[config.mk]
export PLATFORM = sky130hd
export DESIGN_NAME = wshb_arbiter
export DESIGN_NICKNAME = d
export VERILOG_FILES = /design/src/rtl/wshb_arbiter.sv
export SDC_FILE = /design/constraint.sdc
export NUM_CORES = 1
export LEC_CHECK = 0
export BUFFER_PORTS_ARGS = -buffer_cell sky130_fd_sc_hd__buf_4
export CAP_MARGIN = 5
export CORE_AREA = 4 4 121 123
export CTS_BUF_LIST = sky130_fd_sc_hd__clkbuf_8
export DETAILED_ROUTE_END_ITERATION = 6
export DIE_AREA = 0 0 125 127
export MAX_ROUTING_LAYER = met4
export PLACE_DENSITY = 0.45
export SLEW_MARGIN = 10
export SYNTH_ARGS = -nofsm -noshare
export SYNTH_HDL_FRONTEND = slang
export SYNTH_SLANG_ARGS = --single-unit
[constraint.sdc]
create_clock -name clk -period 1.91 [get_ports clk]
set_input_delay 0.0955 -clock clk [delete_from_list [all_inputs] [get_ports clk]]
set_output_delay 0.0955 -clock clk [all_outputs]
set_load 0.05 [all_outputs]
[src/rtl/wshb_arbiter.sv]
// Two-master Wishbone arbiter sharing one SDRAM controller slave port (m0 = VGA reader, m1 = pixel writer).
// Define WSHB_ARB_FAIR_EN for round-robin ties and MAX_BURST handover on both masters; default gives m0 priority.
module wshb_arbiter #(
   parameter int DATA_W    = 32,
   parameter int ADDR_W    = 32,
   parameter int MAX_BURST = 16
) (
   input  logic                  clk,
   input  logic                  nrst,

   input  logic                  m0_cyc,
   input  logic                  m0_stb,
   input  logic                  m0_we,
   input  logic [ADDR_W-1:0]     m0_adr,
   input  logic [DATA_W-1:0]     m0_dat_w,
   input  logic [DATA_W/8-1:0]   m0_sel,
   output logic                  m0_ack,
   output logic [DATA_W-1:0]     m0_dat_r,

   input  logic                  m1_cyc,
   input  logic                  m1_stb,
   input  logic                  m1_we,
   input  logic [ADDR_W-1:0]     m1_adr,
   input  logic [DATA_W-1:0]     m1_dat_w,
   input  logic [DATA_W/8-1:0]   m1_sel,
   output logic                  m1_ack,
   output logic [DATA_W-1:0]     m1_dat_r,

   output logic                  s_cyc,
   output logic                  s_stb,
   output logic                  s_we,
   output logic [ADDR_W-1:0]     s_adr,
   output logic [DATA_W-1:0]     s_dat_w,
   output logic [DATA_W/8-1:0]   s_sel,
   input  logic                  s_ack,
   input  logic [DATA_W-1:0]     s_dat_r,

   output logic [1:0]            grant
);

   localparam int CNT_W = ($clog2(MAX_BURST + 1) > 5) ? $clog2(MAX_BURST + 1) : 5;
   localparam logic [CNT_W-1:0] BURST_MAX = CNT_W'(MAX_BURST);

   typedef enum logic [1:0] {
      IDLE = 2'd0,
      GNT0 = 2'd1,
      GNT1 = 2'd2
   } state_t;

   state_t            r_state;
   logic [1:0]        r_grant;
   logic [CNT_W-1:0]  r_burstCnt;

   logic [CNT_W-1:0]  w_cntInc;
   logic              w_limitHit0;
   logic              w_limitHit1;
   logic              w_tieToM1;

   // Saturating increment: an owner left alone keeps the count pinned at MAX_BURST.
   always_comb begin
      w_cntInc = (r_burstCnt >= BURST_MAX) ? BURST_MAX : r_burstCnt + 1'b1;
   end

   assign w_limitHit1 = s_ack && (w_cntInc == BURST_MAX);

`ifdef WSHB_ARB_FAIR_EN
   logic r_lastServed;

   assign w_limitHit0 = s_ack && (w_cntInc == BURST_MAX);
   assign w_tieToM1   = !r_lastServed;

   always_ff @(posedge clk or negedge nrst) begin
      if (!nrst) begin
         r_lastServed <= 1'b1;
      end else if (r_grant[0]) begin
         r_lastServed <= 1'b0;
      end else if (r_grant[1]) begin
         r_lastServed <= 1'b1;
      end
   end
`else
   // Master 0 is never cut short so a VGA line fetch is not interrupted.
   assign w_limitHit0 = 1'b0;
   assign w_tieToM1   = 1'b0;
`endif

   always_ff @(posedge clk or negedge nrst) begin
      if (!nrst) begin
         r_state    <= IDLE;
         r_grant    <= 2'b00;
         r_burstCnt <= '0;
      end else begin
         case (r_state)
            IDLE: begin
               if (m0_cyc && (!m1_cyc || !w_tieToM1)) begin
                  r_state    <= GNT0;
                  r_grant    <= 2'b01;
                  r_burstCnt <= '0;
               end else if (m1_cyc) begin
                  r_state    <= GNT1;
                  r_grant    <= 2'b10;
                  r_burstCnt <= '0;
               end
            end
            GNT0: begin
               if (!m0_cyc) begin
                  if (m1_cyc) begin
                     r_state <= GNT1;
                     r_grant <= 2'b10;
                  end else begin
                     r_state <= IDLE;
                     r_grant <= 2'b00;
                  end
                  r_burstCnt <= '0;
               end else if (w_limitHit0 && m1_cyc) begin
                  r_state    <= GNT1;
                  r_grant    <= 2'b10;
                  r_burstCnt <= '0;
               end else if (s_ack) begin
                  r_burstCnt <= w_cntInc;
               end
            end
            GNT1: begin
               if (!m1_cyc) begin
                  if (m0_cyc) begin
                     r_state <= GNT0;
                     r_grant <= 2'b01;
                  end else begin
                     r_state <= IDLE;
                     r_grant <= 2'b00;
                  end
                  r_burstCnt <= '0;
               end else if (w_limitHit1 && m0_cyc) begin
                  r_state    <= GNT0;
                  r_grant    <= 2'b01;
                  r_burstCnt <= '0;
               end else if (s_ack) begin
                  r_burstCnt <= w_cntInc;
               end
            end
            default: begin
               r_state    <= IDLE;
               r_grant    <= 2'b00;
               r_burstCnt <= '0;
            end
         endcase
      end
   end

   // Gating on nrst drops the slave bus the instant reset asserts, not at the next edge.
   always_comb begin
      s_cyc   = 1'b0;
      s_stb   = 1'b0;
      s_we    = 1'b0;
      s_adr   = '0;
      s_dat_w = '0;
      s_sel   = '0;
      m0_ack  = 1'b0;
      m1_ack  = 1'b0;
      if (nrst) begin
         case (r_state)
            GNT0: begin
               s_cyc   = m0_cyc;
               s_stb   = m0_stb;
               s_we    = m0_we;
               s_adr   = m0_adr;
               s_dat_w = m0_dat_w;
               s_sel   = m0_sel;
               m0_ack  = s_ack;
            end
            GNT1: begin
               s_cyc   = m1_cyc;
               s_stb   = m1_stb;
               s_we    = m1_we;
               s_adr   = m1_adr;
               s_dat_w = m1_dat_w;
               s_sel   = m1_sel;
               m1_ack  = s_ack;
            end
            default: begin
            end
         endcase
      end
   end

   assign m0_dat_r = s_dat_r;
   assign m1_dat_r = s_dat_r;
   assign grant    = r_grant;

endmodule

==> summary.txt <==
Critical path
  • CP Data Required Time: 2.03 ns
  • Worst Setup Start Kind: flop
  • R2r setup slk: 0.01 ns
  • Worst Path Arrival: 2.02 ns
  • CP Class: flop to flop
  • Worst r2r src: grant[1]
  • Worst r2r path cells: 6
  • Critical Path End Type: flop
  • Slowest Stage Delay on Critical Path: 0.40 ns
  • Crit-path max FO: 19
  • Crit-path slowest cell: dfrtp_2
  • Critical Path, Cell by Cell: inv_2, ha_4, bufbuf_16, o21ba_4, or3_4, o32ai_2
  • R2R Path End: grant[0]

Power
  • Pleak: 1.821 nW
  • PD cells: 1171 mW/mm2
  • Tot Pwr: 5.138 mW
  • Peak VDD IR: 515.9 uV

Yosys
  • Synth Register Bits: 7
  • Syn Nets: 469
  • Most used DFF post-synth: dfrtp_1
  • Mapped Area: 0.001896 mm2
  • Register area share after synthesis: 9.241%
  • EDFF count, synth: 0
  • Syn_area_per_cell: 6.628 um2
  • Ys async rst share: 100.0%
  • Count of cell types in the netlist: 32
  • Mapped Cells: 286
  • Yosys warning total: 0

Timing
  • Tightest Pin Transition: 0.4517 ns
  • Fmax: 526.4 MHz
  • Final period util: 99.45%
  • RSZ-0062 raised after global routing: yes
  • Setup tns final: 0 ns
  • Worst Skew: 0.002187 ns
  • Tmin final: 1.900 ns
  • # setup viols final: 0
  • Final Slew Violations: 0
  • Final hold vios: 0
  • Slew HR: 69.63%

Clock network
  • Clock Latency Late Sink: 0.23 ns
  • Clk slew on worst S/H paths: 0.04 ns
  • CTS Buf Count: 3
  • CTS tree: yes
  • Root Driver: clkbuf_8
  • Num Clock Sinks: 7
  • Clock Tree Buf Depth: 2
  • Total number of H-tree levels: 1

Detailed routing
  • Final wirelength: 10.19 mm
  • Via count: 2750
  • DR DRC count: 0
  • WL/cell: 16.30 um
  • DRT Pass-1 Iters: 4
  • Vias per Instance: 4.400
  • Iteration-0 DRC Markers: 80
  • Antenna-violating nets left: 0

Floorplanning
  • Initial core utilization: 13.87%
  • Core Region: 0.01367 mm2
  • Die width: 125 um
  • I/O Pins: 316
  • Row count: 43
  • Die area: 0.01588 mm2
  • Die height: 127 um

Cells and area
  • Cell area after layout: 0.004388 mm2
  • Post-layout net count: 629
  • Share of cells above drive strength 1: 73.71%
  • FILL cells: 1413
  • Area added between synthesis and finish: 131.5%
  • ANT cells: 0
  • Final Core Density: 32.11%

Place
  • GPL Wtd Cong: 0.8628
  • Port bufs: 219
  • Hpwl dp: 6.999 mm
  • Area post-placement: 0.003829 mm2

Worst hold path
  • Hold-critical path depth: 0
  • Startpoint of the lowest-slack hold path: s_dat_r[23]
  • Worst Hold End: m1_dat_r[23]
  • Hold Path Class: input port to primary output

Global route
  • First-pass GRT wire length: 15.04 mm
  • Maximum number of pins on one net before global-route repair: 74
  • Gr usage total: 11.54%
  • Antenna violations before repair: 0
  • Vias in the first global route: 2954
  • Grt total ovfl: 0

Run
  • Max-cap violations: 0

Outcome
  • Status: finished clean
kinds of logic after synthesis:
kind of cell / after synthesis / share of synthesized area, %
adders and majority gates: 6 / 3.960
and+or+nand+nor: 92 / 20.26
AOI/OAI and AO/OA: 88 / 35.18
DFF: 7 / 9.241
buffers and inverters: 92 / 30.89
xor gates and xnor gates: 1 / 0.4621
registers in the layout, indices dropped and copies added, names as in the netlist:
signal      flops
grant           2
r_burstCnt      5
timing repair:
action	4_1_cts	5_1_grt
resized for setup	28	40
hold buffers	1	0
cloned	4	2
buffers inserted	1	5
hold endpoints to repair	7	0
pin swaps	1	2
endpoints found under the setup margin	36	72
routing by layer:
layer / part of all wire [%] / wire (um) / GRT usage [%] / up-vias
met5: 0 / 0 / - / -
met4: 3.6 / 369 / 4.528 / 0
met3: 8.0 / 811 / 2.759 / 41
met2: 52 / 5303 / 19.99 / 171
met1: 36 / 3704 / 12.89 / 1258
li1: - / - / - / 1280
cell usage after synthesis, drive strengths merged, types with 2 or more instances:
master   n  area share, %
inv      5           0.99
clkbuf  22            4.4
ha       6            4.0
a32o     2            1.1
nor2    75             15
o31ai    2           0.79
buf     65             26
nand2    5           0.99
a21oi    3           0.79
dfrtp    7            9.2
nor2b    3           0.99
a22oi   71             28
and3     3           0.99
how the worst max path moves through the flow:
stage | start | end | slack [ns] | depth (start not counted)
floorplan | grant[0] | s_dat_w[29] | -0.26 | 5
global placement | grant[0] | r_burstCnt[2] | 0.10 | 6
detailed placement | r_burstCnt[1] | grant[0] | 0.02 | 6
CTS | grant[0] | s_adr[7] | -0.01 | 6
global route | grant[0] | s_adr[4] | -0.06 | 6
finish | grant[1] | grant[0] | 0.01 | 6
area by class of cell:
class	instances	area, um2	share of cell area, %
clock buffer	3	41.29	0.9410
clock inverter	1	3.754	0.08554
multi-input combinational	187	1705	38.87
timing repair buffer	242	2213	50.44
sequential	7	177.7	4.049
inverter	5	21.27	0.4847
tap	180	225.2	5.133
through the flow:
| step | hold WS [ns] | std cells | worst slack [ns] |
|---|---|---|---|
| 5_1_grt | 0.1911 | 625 | -0.06176 |
| 3_5_place_dp | -0.06368 | 608 | 0.02324 |
| 4_1_cts | 0.1915 | 618 | -0.01407 |
| 6_report | 0.1910 | 625 | 0.01048 |
| 2_1_floorplan | -0.2001 | 286 | -0.2643 |
| 3_3_place_gp | -0.06644 | 608 | 0.1029 |
cells in the final DEF, fill, tap and decap left out, types with 2 or more instances in the layout:
master / netlist / routed
a21oi_1: 3 / 3
a22oi_1: 70 / 65
a22oi_2: 1 / 6
a32o_1: 2 / 2
and3_1: 3 / 2
buf_12: 0 / 2
buf_16: 0 / 5
buf_4: 64 / 181
buf_6: 0 / 49
bufbuf_16: 0 / 2
clkbuf_16: 0 / 2
clkbuf_8: 0 / 3
dfrtp_1: 7 / 5
dfrtp_2: 0 / 2
ha_1: 6 / 3
ha_4: 0 / 2
inv_1: 5 / 4
nand2_1: 5 / 4
nor2_1: 75 / 10
nor2_2: 0 / 2
nor2_4: 0 / 63
nor2b_1: 3 / 3
o31ai_1: 2 / 2
where the power goes:
group	internal (mW)	switching [mW]
clock network	0.139	0.0670
logic	1.86	2.86
registers	0.174	0.0346
total	2.17	2.96
worst max-delay path, delay by kind of cell (launching register included):
kind / cells / cell delay (ns)
buffers and inverters: 2 / 0.37
AO/OA/AOI/OAI: 2 / 0.49
adder cells (fa/ha/maj): 1 / 0.19
AND/OR/NAND/NOR: 1 / 0.34
flip-flops: 1 / 0.40
No activity file was read; power rests on OpenSTA's default activity.
